<file path="config.mk">
export PLATFORM = sky130hd
export DESIGN_NAME = prio_encoder_pipe
export DESIGN_NICKNAME = d
export VERILOG_FILES = /design/src/rtl/prio_encoder_pipe.sv
export SDC_FILE = /design/constraint.sdc
export NUM_CORES = 1
export LEC_CHECK = 0
export ABC_AREA = 1
export BUFFER_PORTS_ARGS = -buffer_cell sky130_fd_sc_hd__buf_2
export CAP_MARGIN = 10
export CELL_PAD_IN_SITES_DETAIL_PLACEMENT = 0
export CELL_PAD_IN_SITES_GLOBAL_PLACEMENT = 1
export CORE_ASPECT_RATIO = 1.1
export CORE_UTILIZATION = 31
export CTS_CLUSTER_SIZE = 20
export DETAILED_ROUTE_END_ITERATION = 16
export PLACE_DENSITY_LB_ADDON = 0.1
export SLEW_MARGIN = 15
export SYNTH_ARGS = -nofsm -noshare
export SYNTH_HDL_FRONTEND = slang
export SYNTH_SLANG_ARGS = --single-unit
</file>
<file path="constraint.sdc">
create_clock -name clk -period 1.2 [get_ports clk]
set_input_delay 0.06 -clock clk [delete_from_list [all_inputs] [get_ports clk]]
set_output_delay 0.06 -clock clk [all_outputs]
set_load 0.01 [all_outputs]
</file>
<file path="src/rtl/prio_encoder_pipe.sv">
// Registered N-to-log2(N) request encoder with valid/ready handshake on both sides.
// MODE 0 grants the lowest set bit; MODE 1 grants round-robin from a rotating pointer.
module prio_encoder_pipe #(
  parameter int N     = 8,
  parameter int W     = $clog2(N),
  parameter int MODE  = 0,
  parameter int CNT_W = 8
) (
  input  logic             clk,
  input  logic             rst_n,
  input  logic             in_vld,
  input  logic [N-1:0]     in_req,
  output logic             in_rdy,
  output logic             out_vld,
  input  logic             out_rdy,
  output logic [W-1:0]     out_idx,
  output logic             out_multi,
  output logic             out_none,
  output logic [CNT_W-1:0] multi_cnt
);

  logic [W-1:0] ptr_r;
  logic [W-1:0] win_s;
  logic [W-1:0] next_ptr_s;
  logic [W-1:0] scan_idx_s;
  logic         found_s;
  logic         accept_s;
  logic         none_s;
  logic         multi_s;
  int           scan_pos_s;

  assign in_rdy   = !out_vld || out_rdy;
  assign accept_s = in_vld && in_rdy;
  assign none_s   = (in_req == {N{1'b0}});
  // Clearing the lowest set bit leaves something behind only when two or more bits are set.
  assign multi_s  = |(in_req & (in_req - N'(1)));

  // Winner search: scan N positions starting at the pointer (MODE 1) or at 0 (MODE 0).
  always_comb begin
    win_s      = {W{1'b0}};
    found_s    = 1'b0;
    scan_pos_s = 0;
    scan_idx_s = {W{1'b0}};
    for (int k = 0; k < N; k++) begin
      scan_pos_s = (MODE == 1) ? int'(ptr_r) + k : k;
      scan_pos_s = (scan_pos_s >= N) ? scan_pos_s - N : scan_pos_s;
      scan_idx_s = W'(scan_pos_s);
      win_s      = (!found_s && in_req[scan_idx_s]) ? scan_idx_s : win_s;
      found_s    = found_s || in_req[scan_idx_s];
    end
  end

  // Pointer advance: the position just after the winner, wrapping at N-1.
  always_comb begin
    if (int'(win_s) == N - 1) begin
      next_ptr_s = {W{1'b0}};
    end else begin
      next_ptr_s = win_s + W'(1);
    end
  end

  // Result stage: load on accept, retire when consumed, hold under backpressure.
  always_ff @(posedge clk or negedge rst_n) begin
    if (!rst_n) begin
      out_vld   <= 1'b0;
      out_idx   <= {W{1'b0}};
      out_multi <= 1'b0;
      out_none  <= 1'b0;
    end else if (accept_s) begin
      out_vld   <= 1'b1;
      out_idx   <= none_s ? {W{1'b0}} : win_s;
      out_multi <= multi_s;
      out_none  <= none_s;
    end else if (out_rdy) begin
      out_vld   <= 1'b0;
    end
  end

  // Round-robin pointer: moves only on a granted (nonzero) accepted request.
  always_ff @(posedge clk or negedge rst_n) begin
    if (!rst_n) begin
      ptr_r <= {W{1'b0}};
    end else if ((MODE == 1) && accept_s && !none_s) begin
      ptr_r <= next_ptr_s;
    end
  end

  // Saturating count of accepted multi-hot requests.
  always_ff @(posedge clk or negedge rst_n) begin
    if (!rst_n) begin
      multi_cnt <= {CNT_W{1'b0}};
    end else if (accept_s && multi_s && (multi_cnt != {CNT_W{1'b1}})) begin
      multi_cnt <= multi_cnt + CNT_W'(1);
    end
  end

endmodule
</file>
==> results of run 1 <==
[per-layer routing]
metal	wire length [um]	share of wire	track usage	up-vias
li1	-	-	-	465
met1	961	0.44	0.199	408
met2	1150	0.53	0.300	16
met3	58	0.027	0.0236	0
met4	0	0	0.0451	0
met5	0	0	0	-
[cells by family (layout without fill, tap and decap cells)]
family	count (synthesis)	count (layout)	synth area share
buffers and inverters	15	62	0.0658
AOI/OAI and AO/OA	9	9	0.0601
DFF	14	14	0.401
adders and majority gates	1	1	0.0143
and+or+nand+nor	71	72	0.419
xor gates and xnor gates	4	4	0.0401
[state kept, by name, indices dropped and copies added (netlist names)]
signal,flops
out_none,1
out_vld,1
multi_cnt,8
out_multi,1
out_idx,3
[cell type report]
cell class                      count  area [um^2]
Sequential cell                    14          352
Clock buffer                        4         36.3
Fill cell                         272         1320
Tap cell                           31         38.8
Inverter                           14         52.6
Multi-Input combinational cell     86          527
Timing Repair Buffer               44          268
[cells in the mapped netlist]
| master | n | area [um^2] |
|---|---|---|
| sky130_fd_sc_hd__o21ai_1 | 2 | 10.0 |
| sky130_fd_sc_hd__o211ai_1 | 1 | 7.51 |
| sky130_fd_sc_hd__inv_1 | 9 | 33.8 |
| sky130_fd_sc_hd__nand2_1 | 40 | 150 |
| sky130_fd_sc_hd__nand2_2 | 3 | 18.8 |
| sky130_fd_sc_hd__nand4_4 | 1 | 21.3 |
| sky130_fd_sc_hd__buf_2 | 1 | 5.00 |
| sky130_fd_sc_hd__nand4_1 | 9 | 56.3 |
| sky130_fd_sc_hd__ha_1 | 1 | 12.5 |
| sky130_fd_sc_hd__o31ai_1 | 1 | 7.51 |
| sky130_fd_sc_hd__nor2_4 | 2 | 22.5 |
| sky130_fd_sc_hd__nand3_4 | 2 | 35.0 |
| sky130_fd_sc_hd__o21ai_0 | 2 | 10.0 |
| sky130_fd_sc_hd__xor2_1 | 4 | 35.0 |
| sky130_fd_sc_hd__or2_0 | 1 | 6.26 |
| sky130_fd_sc_hd__inv_2 | 4 | 15.0 |
| sky130_fd_sc_hd__dfrtp_1 | 14 | 350 |
| sky130_fd_sc_hd__clkinv_1 | 1 | 3.75 |
| sky130_fd_sc_hd__o21bai_1 | 1 | 7.51 |
| sky130_fd_sc_hd__nor2_1 | 9 | 33.8 |
| sky130_fd_sc_hd__nand3_1 | 2 | 10.0 |
| sky130_fd_sc_hd__nor2_2 | 2 | 12.5 |
| sky130_fd_sc_hd__a21oi_1 | 2 | 10.0 |
[final timing paths]
| kind | slack, ns | depth (start not counted) | startpoint | to |
|---|---|---|---|---|
| max | -0.002 | 6 | multi_cnt[1] | multi_cnt[3] |
| min | 0.07 | 4 | out_rdy | out_vld |
| max reg2reg | -0.002 | 6 | multi_cnt[1] | multi_cnt[3] |
| min reg2reg | 0.49 | 2 | out_idx[1] | out_idx[1] |
| max in group asynchronous | 0.72 | 2 | rst_n | multi_cnt[6] |
| min in group asynchronous | 0.20 | 2 | rst_n | multi_cnt[2] |
[worst max-delay path, delay by kind of cell (launching register included)]
| family | cells | cell delay (ns) |
|---|---|---|
| xor gates and xnor gates | 1 | 0.16 |
| and+or+nand+nor | 3 | 0.29 |
| DFF | 1 | 0.42 |
| buffers and inverters | 2 | 0.29 |
[where the power goes]
group | internal (mW) | switching (mW)
Combinational | 0.398 | 0.401
Clock | 0.184 | 0.169
Sequential | 0.557 | 0.0604
[what timing repair did]
item	4_1_cts	5_1_grt
gates cloned	1	0
pin swaps	8	5
buffers inserted	4	3
endpoints found under the setup margin	8	8
endpoints found under the hold margin	14	0
resized for setup	1	9
hold buffers	1	0
[metrics by stage]
| stage | instance area [um^2] | power, mW | std cells |
|---|---|---|---|
| after CTS | 1210 | 1.66 | 190 |
| after detailed placement | 1120 | 1.21 | 180 |
| after floorplan | 880 | 0.922 | 114 |
| final | 1270 | 1.77 | 193 |
| after global placement | 1120 | 1.21 | 180 |
| after global routing | 1270 | 1.91 | 193 |
==> qor.log, run 1 <==
[floorplan] Boundary Pins 27
[drt] total vias in the final route 889
[sta] slew of the pin with the lowest slew margin 0.348 ns
[grt] initial antenna violation count 0
[synthesis] Syn Std Cell Area 875 um^2
[cts] Clock Path Buffers 2
[grt] pin count of the biggest net entering global routing 15
[sta] Hold Violations, Final 0
[final_layout] Post-layout nets 176
[setup_path] Crit path top cell by count sky130_fd_sc_hd__buf_4
[floorplan] die span in y 57.7 um
[pwr] power density cells 1390 mW/mm^2
[floorplan] effective utilization at floorplan 0.338
[flow_run] number of max-cap violations 0
[final_layout] antenna diode count 0
[final_layout] most frequent cells in the layout sky130_fd_sc_hd__nand2_1 (36), sky130_fd_sc_hd__buf_2 (26), sky130_fd_sc_hd__buf_4 (17)
[synthesis] Warnings, synthesis 0
[drt] TritonRoute pass-1 iters 3
[final_layout] area overhead of the layout relative to synthesis 45.6%
[min_path] Hold Crit Class input pin to register
[cts] Root Buffer sky130_fd_sc_hd__clkbuf_4
[drt] drt first-iter violations 14
[floorplan] Die Wd 52.6 um
[drt] routed wire length 2170 um
[drt] detailed-route DRC error count 0
[cts] CTS Sinks 14
[final_layout] commonest non-fill, non-tap cell in the layout sky130_fd_sc_hd__nand2_1
[drt] routed wire length per instance 11.2 um
[sta] total negative slack -0.00197 ns
[sta] headroom to the max-slew limit 0.768
[floorplan] die area 0.00304 mm^2
[synthesis] post-synth cell types 23
[sta] Setup Skew 0.000940 ns
[setup_path] worst-path cell with the longest stage delay sky130_fd_sc_hd__dfrtp_1
[sta] unrepaired setup endpoints after global routing yes
[cts] clock-pin slew on the worst setup and hold paths 0.09 ns
[synthesis] mean post-synth cell area 7.67 um^2
[synthesis] total nets after synthesis 127
[setup_path] path type of the worst setup path register to register
[drt] remaining antenna violation count after routing 0
[sta] minimum clock period 1.20 ns
[cts] clock tree from TritonCTS done
[sta] Final Cycle Share 1.00
[grt] Overflow after GRT 0
[sta] Final setup viols 2
[drt] Via density 4.61
[placement] Post-DP HPWL 1560 um
[sta] final-report max-slew violation count 0
[floorplan] number of rows created at floorplan 19
[setup_path] stage delay of the slowest cell on the critical path 0.42 ns
[sta] fmax 832 MHz
[pwr] leak pwr 0.700 nW
[setup_path] worst endpoint required time 1.43 ns
[final_layout] share of layout cells above drive strength 1 0.438
[cts] clk_lat worst skew 0.28 ns
[grt] global-route wire length before repair 3750 um
[outcome] result of the run finished with violations
[pwr] maximum resistive drop on vdd 868 uV
[cts] total CTS buffers 3
[outcome] violated checks negative setup slack
[placement] final weighted congestion in routability-driven placement 0.828
[grt] GRT Total Usage 0.165
[cts] deepest level of the CTS H-tree 1
[setup_path] Crit path arrival time 1.43 ns
[sta] hold slack 0.0735 ns
[grt] via count of the first global-routing pass 883
[synthesis] number of register bits inferred by synthesis 14
[setup_path] critical path capture point type register
[floorplan] Core ar. 0.00259 mm^2
[synthesis] share of synthesized area occupied by flip-flops and latches 0.401
[synthesis] Mapped Cells 114
[placement] number of port buffers 26
[setup_path] maximum fanout along the worst path 4
[final_layout] end-of-flow core utilization 0.492
[placement] pre-CTS WS -0.0581 ns
[setup_path] Startpoint Class register
[setup_path] chain of cells forming the critical path buf_4 -> nand3_4 -> buf_4 -> xor2_2 -> nand4_1 -> nand2_1
[sta] Final Worst Setup Slack -0.00159 ns
No activity file was read; power rests on OpenSTA's default activity.
==> inputs of run 2 (changes only) <==
Settings changed: CORE_ASPECT_RATIO 1.1 to 0.5, CORE_UTILIZATION 31 to 30.
==> qor.log, run 2 (same netlist as run 1, synthesis figures left out) <==
[grt] GR Layer Usage met1 0.187
[sta] Final Cycle Share 1.05
[grt] via count of the first global-routing pass 803
[cts] CTS Sinks 14
[sta] Setup Skew 0.00514 ns
[pwr] part of the power in the clock network 0.267
[outcome] violated checks negative setup slack
[setup_path] R2R cell count 7
[final_layout] share of layout cells above drive strength 1 0.401
[pwr] switch share 0.332
[drt] remaining antenna violation count after routing 0
[min_path] Hold Crit Class input pin to register
[pwr] register share of total power 0.364
[drt] Via density 4.36
[sta] unrepaired setup endpoints after global routing yes
[pwr] leak pwr 0.677 nW
[setup_path] worst endpoint required time 1.39 ns
[floorplan] die area 0.00315 mm^2
[cts] clock tree from TritonCTS done
[final_layout] Post-layout nets 171
[floorplan] Boundary Pins 27
[flow_run] number of max-cap violations 0
[grt] initial antenna violation count 0
[drt] drt first-iter violations 31
[final_layout] final non-filler cell area 0.00123 mm^2
[grt] Overflow after GRT 0
[pwr] maximum resistive drop on vdd 439 uV
[sta] fmax 794 MHz
[placement] area of placed instances 0.00112 mm^2
[grt] GRT Total Usage 0.151
[pwr] power density cells 1420 mW/mm^2
[drt] routed wire length per instance 10.5 um
[drt] detailed-route DRC error count 0
[final_layout] antenna diode count 0
[final_layout] registers with the highest flip-flop counts multi_cnt: 8 flops, out_idx: 3 flops
[final_layout] register bank with the most flops multi_cnt
[setup_path] path type of the worst setup path register to register
[cts] total CTS buffers 3
[sta] slew of the pin with the lowest slew margin 0.333 ns
[cts] clock-pin slew on the worst setup and hold paths 0.06 ns
[floorplan] Die Wd 78.4 um
[floorplan] die span in y 40.2 um
[final_layout] area overhead of the layout relative to synthesis 40.9%
[setup_path] critical path capture point type register
[placement] number of port buffers 26
[grt] pin count of the biggest net entering global routing 15
[placement] pre-CTS WS -0.0713 ns
[floorplan] effective utilization at floorplan 0.326
[outcome] result of the run finished with violations
[grt] Most Crowded Layer GR met2
[sta] Hold Violations, Final 0
[setup_path] Startpoint Class register
[cts] Clock Path Buffers 2
[grt] Global Route met2 Usage 0.270
[final_layout] end-of-flow core utilization 0.459
[floorplan] number of rows created at floorplan 13
[final_layout] most frequent cells in the layout sky130_fd_sc_hd__nand2_1 (38), sky130_fd_sc_hd__buf_2 (26), sky130_fd_sc_hd__dfrtp_1 (13)
[setup_path] maximum fanout along the worst path 8
[final_layout] commonest non-fill, non-tap cell in the layout sky130_fd_sc_hd__nand2_1
[drt] total vias in the final route 846
[cts] deepest level of the CTS H-tree 1
[floorplan] Core ar. 0.00268 mm^2
[cts] clk_lat worst skew 0.25 ns
[pwr] combinational share of power 0.369
[final_layout] register cell area after layout 352 um^2
[setup_path] Crit path arrival time 1.45 ns
[drt] routed wire length 2040 um
[pwr] Net Sw Power 580 uW
[min_path] hold path depth 4
[pwr] Power Internal 1.17 mW
[final_layout] multi-input combinational cell area 497 um^2
[final_layout] number of flip-flops under the largest register name 8
[sta] headroom to the max-slew limit 0.778
[drt] TritonRoute pass-1 iters 4
[final_layout] filler instances 293
[grt] global-route met3 utilization 0.0477
[placement] Post-DP HPWL 1530 um
[grt] global-route wire length before repair 3530 um
[cts] Root Buffer sky130_fd_sc_hd__clkbuf_8
[sta] minimum clock period 1.26 ns
[sta] Final setup viols 8
[sta] hold slack 0.0834 ns
[sta] final-report max-slew violation count 0
[sta] Final Worst Setup Slack -0.0590 ns
[pwr] Final Total Pwr 1.75 mW
[placement] final weighted congestion in routability-driven placement 0.771
## run 2: changes by cell type in the layout (fill, tap and decap cells not counted), sizes merged
cell,delta
buf,-5
## run 2: power groups by stage
stage / combinational [mW] / sequential [mW] / clock [mW]
floorplan: 0.234 / 0.688 / 0
global placement: 0.571 / 0.641 / 0
detailed placement: 0.568 / 0.644 / 0
CTS: 0.633 / 0.627 / 0.486
global route: 0.714 / 0.642 / 0.506
finish: 0.643 / 0.636 / 0.467
## run 2: timing repair
action,4_1_cts,5_1_grt
resized for setup,0,5
pin swaps,2,1
hold buffers,1,0
cloned,1,0
endpoints found under the hold margin,14,0
buffers inserted,3,0
setup endpoints to repair,8,10
## run 2: per-stage QoR
| step | instances | TNS [ns] |
|---|---|---|
| finish | 194 | -0.362 |
| global route | 194 | -0.868 |
| CTS | 194 | -0.333 |
| detailed placement | 185 | -0.522 |
| global placement | 185 | -0.258 |
| floorplan | 114 | -0.393 |
## run 2: per-layer routing
| metal | vias to the layer above | wire [um] |
|---|---|---|
| li1 | 452 | - |
| met1 | 374 | 1010 |
| met2 | 18 | 939 |
| met3 | 2 | 83 |
| met4 | 0 | 8 |
| met5 | - | 0 |
## run 2: worst max-delay path, cell delays in order, from the launching register on
cell	delay [ns]
sky130_fd_sc_hd__dfrtp_1	0.37
sky130_fd_sc_hd__ha_2	0.21
sky130_fd_sc_hd__nand2_4	0.07
sky130_fd_sc_hd__nor2_4	0.15
sky130_fd_sc_hd__nand3_4	0.12
sky130_fd_sc_hd__nand3_4	0.15
sky130_fd_sc_hd__nand2_1	0.07
sky130_fd_sc_hd__nand2_1	0.07
## run 2: layout make-up
class | instances | share of cell area
multi-input cells | 86 | 0.403
flip-flops and latches | 14 | 0.285
repair buffers | 39 | 0.187
clock buffers | 4 | 0.0447
inverters | 14 | 0.0426
well taps | 37 | 0.0376
## run 2: final timing paths
kind,slack [ns],endpoint,start
max,-0.06,multi_cnt[5],multi_cnt[1]
min reg2reg,0.47,out_idx[1],out_idx[1]
max in group asynchronous,0.70,multi_cnt[6],rst_n
min in group asynchronous,0.24,multi_cnt[1],rst_n
min,0.08,out_vld,out_rdy
max reg2reg,-0.06,multi_cnt[5],multi_cnt[1]
==> inputs of run 3 (changes only) <==
Settings changed: CORE_UTILIZATION 30 to 31, CTS_BUF_LIST set to sky130_fd_sc_hd__clkbuf_16.
==> qor.log, run 3 (same netlist as run 1, synthesis figures left out) <==
[outcome] result of the run finished with violations
[outcome] violated checks negative setup slack
[placement] pre-CTS WS -0.0608 ns
[grt] GRT Total Usage 0.161
[sta] Setup Skew 0.00101 ns
[drt] detailed-route DRC error count 0
[sta] slew of the pin with the lowest slew margin 0.313 ns
[sta] hold slack 0.120 ns
[grt] via count of the first global-routing pass 858
[sta] Final Worst Setup Slack -0.0779 ns
[final_layout] filler instances 270
[floorplan] number of rows created at floorplan 13
[setup_path] path type of the worst setup path register to register
[final_layout] area overhead of the layout relative to synthesis 48.1%
[drt] routed wire length per instance 10.4 um
[flow_run] number of max-cap violations 0
[cts] deepest level of the CTS H-tree 1
[pwr] Net Sw Power 628 uW
[sta] Final setup viols 9
[sta] final-report max-slew violation count 0
[setup_path] chain of cells forming the critical path ha_4 -> buf_4 -> buf_4 -> xor2_2 -> nand4_1 -> nand2_1
[placement] number of port buffers 26
[pwr] register share of total power 0.329
[setup_path] stage delay of the slowest cell on the critical path 0.42 ns
[final_layout] register bank with the most flops multi_cnt
[grt] pin count of the biggest net entering global routing 15
[floorplan] Boundary Pins 27
[floorplan] die span in y 39.6 um
[setup_path] critical path capture point type register
[final_layout] antenna diode count 0
[sta] Final Cycle Share 1.06
[final_layout] commonest non-fill, non-tap cell in the layout sky130_fd_sc_hd__nand2_1
[pwr] power density cells 1540 mW/mm^2
[min_path] Hold Crit Class input pin to register
[cts] clock-pin slew on the worst setup and hold paths 0.05 ns
[placement] final weighted congestion in routability-driven placement 0.764
[final_layout] register cell area after layout 352 um^2
[placement] Post-DP HPWL 1500 um
[final_layout] share of layout cells above drive strength 1 0.409
[floorplan] Core ar. 0.00264 mm^2
[setup_path] Startpoint Class register
[min_path] hold path depth 4
[cts] Root Buffer sky130_fd_sc_hd__clkbuf_16
[setup_path] worst-path cell with the longest stage delay sky130_fd_sc_hd__dfrtp_1
[setup_path] Crit path top cell by count sky130_fd_sc_hd__buf_4
[floorplan] die area 0.00305 mm^2
[setup_path] worst setup slack for register-to-register paths -0.08 ns
[setup_path] maximum fanout along the worst path 2
[sta] fmax 783 MHz
[pwr] part of the power in the clock network 0.315
[sta] headroom to the max-slew limit 0.791
[final_layout] most frequent cells in the layout sky130_fd_sc_hd__nand2_1 (37), sky130_fd_sc_hd__buf_2 (25), sky130_fd_sc_hd__buf_4 (14)
[drt] drt first-iter violations 26
[grt] global-route wire length before repair 3640 um
[pwr] Power Internal 1.37 mW
[drt] Via density 4.49
[drt] remaining antenna violation count after routing 0
[final_layout] Post-layout nets 173
[setup_path] R2R cell count 6
[pwr] maximum resistive drop on vdd 672 uV
[floorplan] Die Wd 77.1 um
[sta] minimum clock period 1.28 ns
[setup_path] Crit path arrival time 1.41 ns
[floorplan] effective utilization at floorplan 0.332
[cts] total CTS buffers 3
[cts] Clock Path Buffers 2
[cts] clk_lat worst skew 0.24 ns
[final_layout] number of flip-flops under the largest register name 8
[pwr] switch share 0.315
[drt] TritonRoute pass-1 iters 4
[drt] routed wire length 2040 um
[drt] total vias in the final route 880
[pwr] combinational share of power 0.356
[final_layout] end-of-flow core utilization 0.491
[pwr] leak pwr 0.702 nW
[sta] unrepaired setup endpoints after global routing yes
[sta] Hold Violations, Final 0
[final_layout] registers with the highest flip-flop counts multi_cnt: 8 flops, out_idx: 3 flops
[setup_path] worst endpoint required time 1.33 ns
[cts] CTS Sinks 14
[final_layout] multi-input combinational cell area 514 um^2
[grt] Overflow after GRT 0
[grt] initial antenna violation count 0
[cts] clock tree from TritonCTS done
## run 3: timing repair
action	4_1_cts	5_1_grt
setup buffers	5	0
endpoints found under the hold margin	14	0
endpoints found under the setup margin	8	9
cloned	1	0
pin swaps	4	6
hold buffers	1	0
gates resized for setup	1	7
## run 3: through the flow
step	cells	setup TNS (ns)	power, mW	area (um^2)
after floorplan	114	-0.393	0.922	880
after global placement	185	-0.337	1.18	1120
after detailed placement	185	-0.418	1.18	1120
after CTS	196	-0.572	1.93	1260
after global routing	196	-1.11	2.12	1290
final	196	-0.446	1.99	1290
## run 3: worst paths after layout
kind,startpoint,endpoint
setup / recovery,multi_cnt[1],multi_cnt[2]
hold / removal,out_rdy,out_vld
setup reg to reg,multi_cnt[1],multi_cnt[2]
hold reg to reg,out_idx[1],out_idx[1]
max in group asynchronous,rst_n,multi_cnt[2]
min in group asynchronous,rst_n,multi_cnt[4]
## run 3: power groups by stage
stage / Sequential [mW] / Clock, mW / Combinational, mW
2_1_floorplan: 0.688 / 0 / 0.234
3_3_place_gp: 0.636 / 0 / 0.544
3_5_place_dp: 0.640 / 0 / 0.539
4_1_cts: 0.622 / 0.652 / 0.652
5_1_grt: 0.666 / 0.670 / 0.787
6_report: 0.657 / 0.628 / 0.710
## run 3: routing by layer
metal | up-vias | part of all wire | GRT usage
li1 | 460 | - | -
met3 | 2 | 0.029 | 0.0419
met1 | 403 | 0.47 | 0.182
met5 | - | 0 | 0
met2 | 15 | 0.49 | 0.283
met4 | 0 | 0.0093 | 0.108
## run 3: worst max-delay path, delay by kind of cell, from the launching register on
family | cells | cell delay [ns]
xor+xnor | 1 | 0.14
fa+ha+maj | 1 | 0.19
buf+inv | 2 | 0.25
flops | 1 | 0.42
simple gates | 2 | 0.16
## run 3: layout make-up
| class | instances | share of cell area |
|---|---|---|
| tap | 37 | 0.0357 |
| clock inverter | 1 | 0.00290 |
| inverter | 14 | 0.0406 |
| clock buffer | 3 | 0.0580 |
| timing repair buffer | 41 | 0.194 |
| sequential | 14 | 0.271 |
| multi-input combinational | 86 | 0.397 |
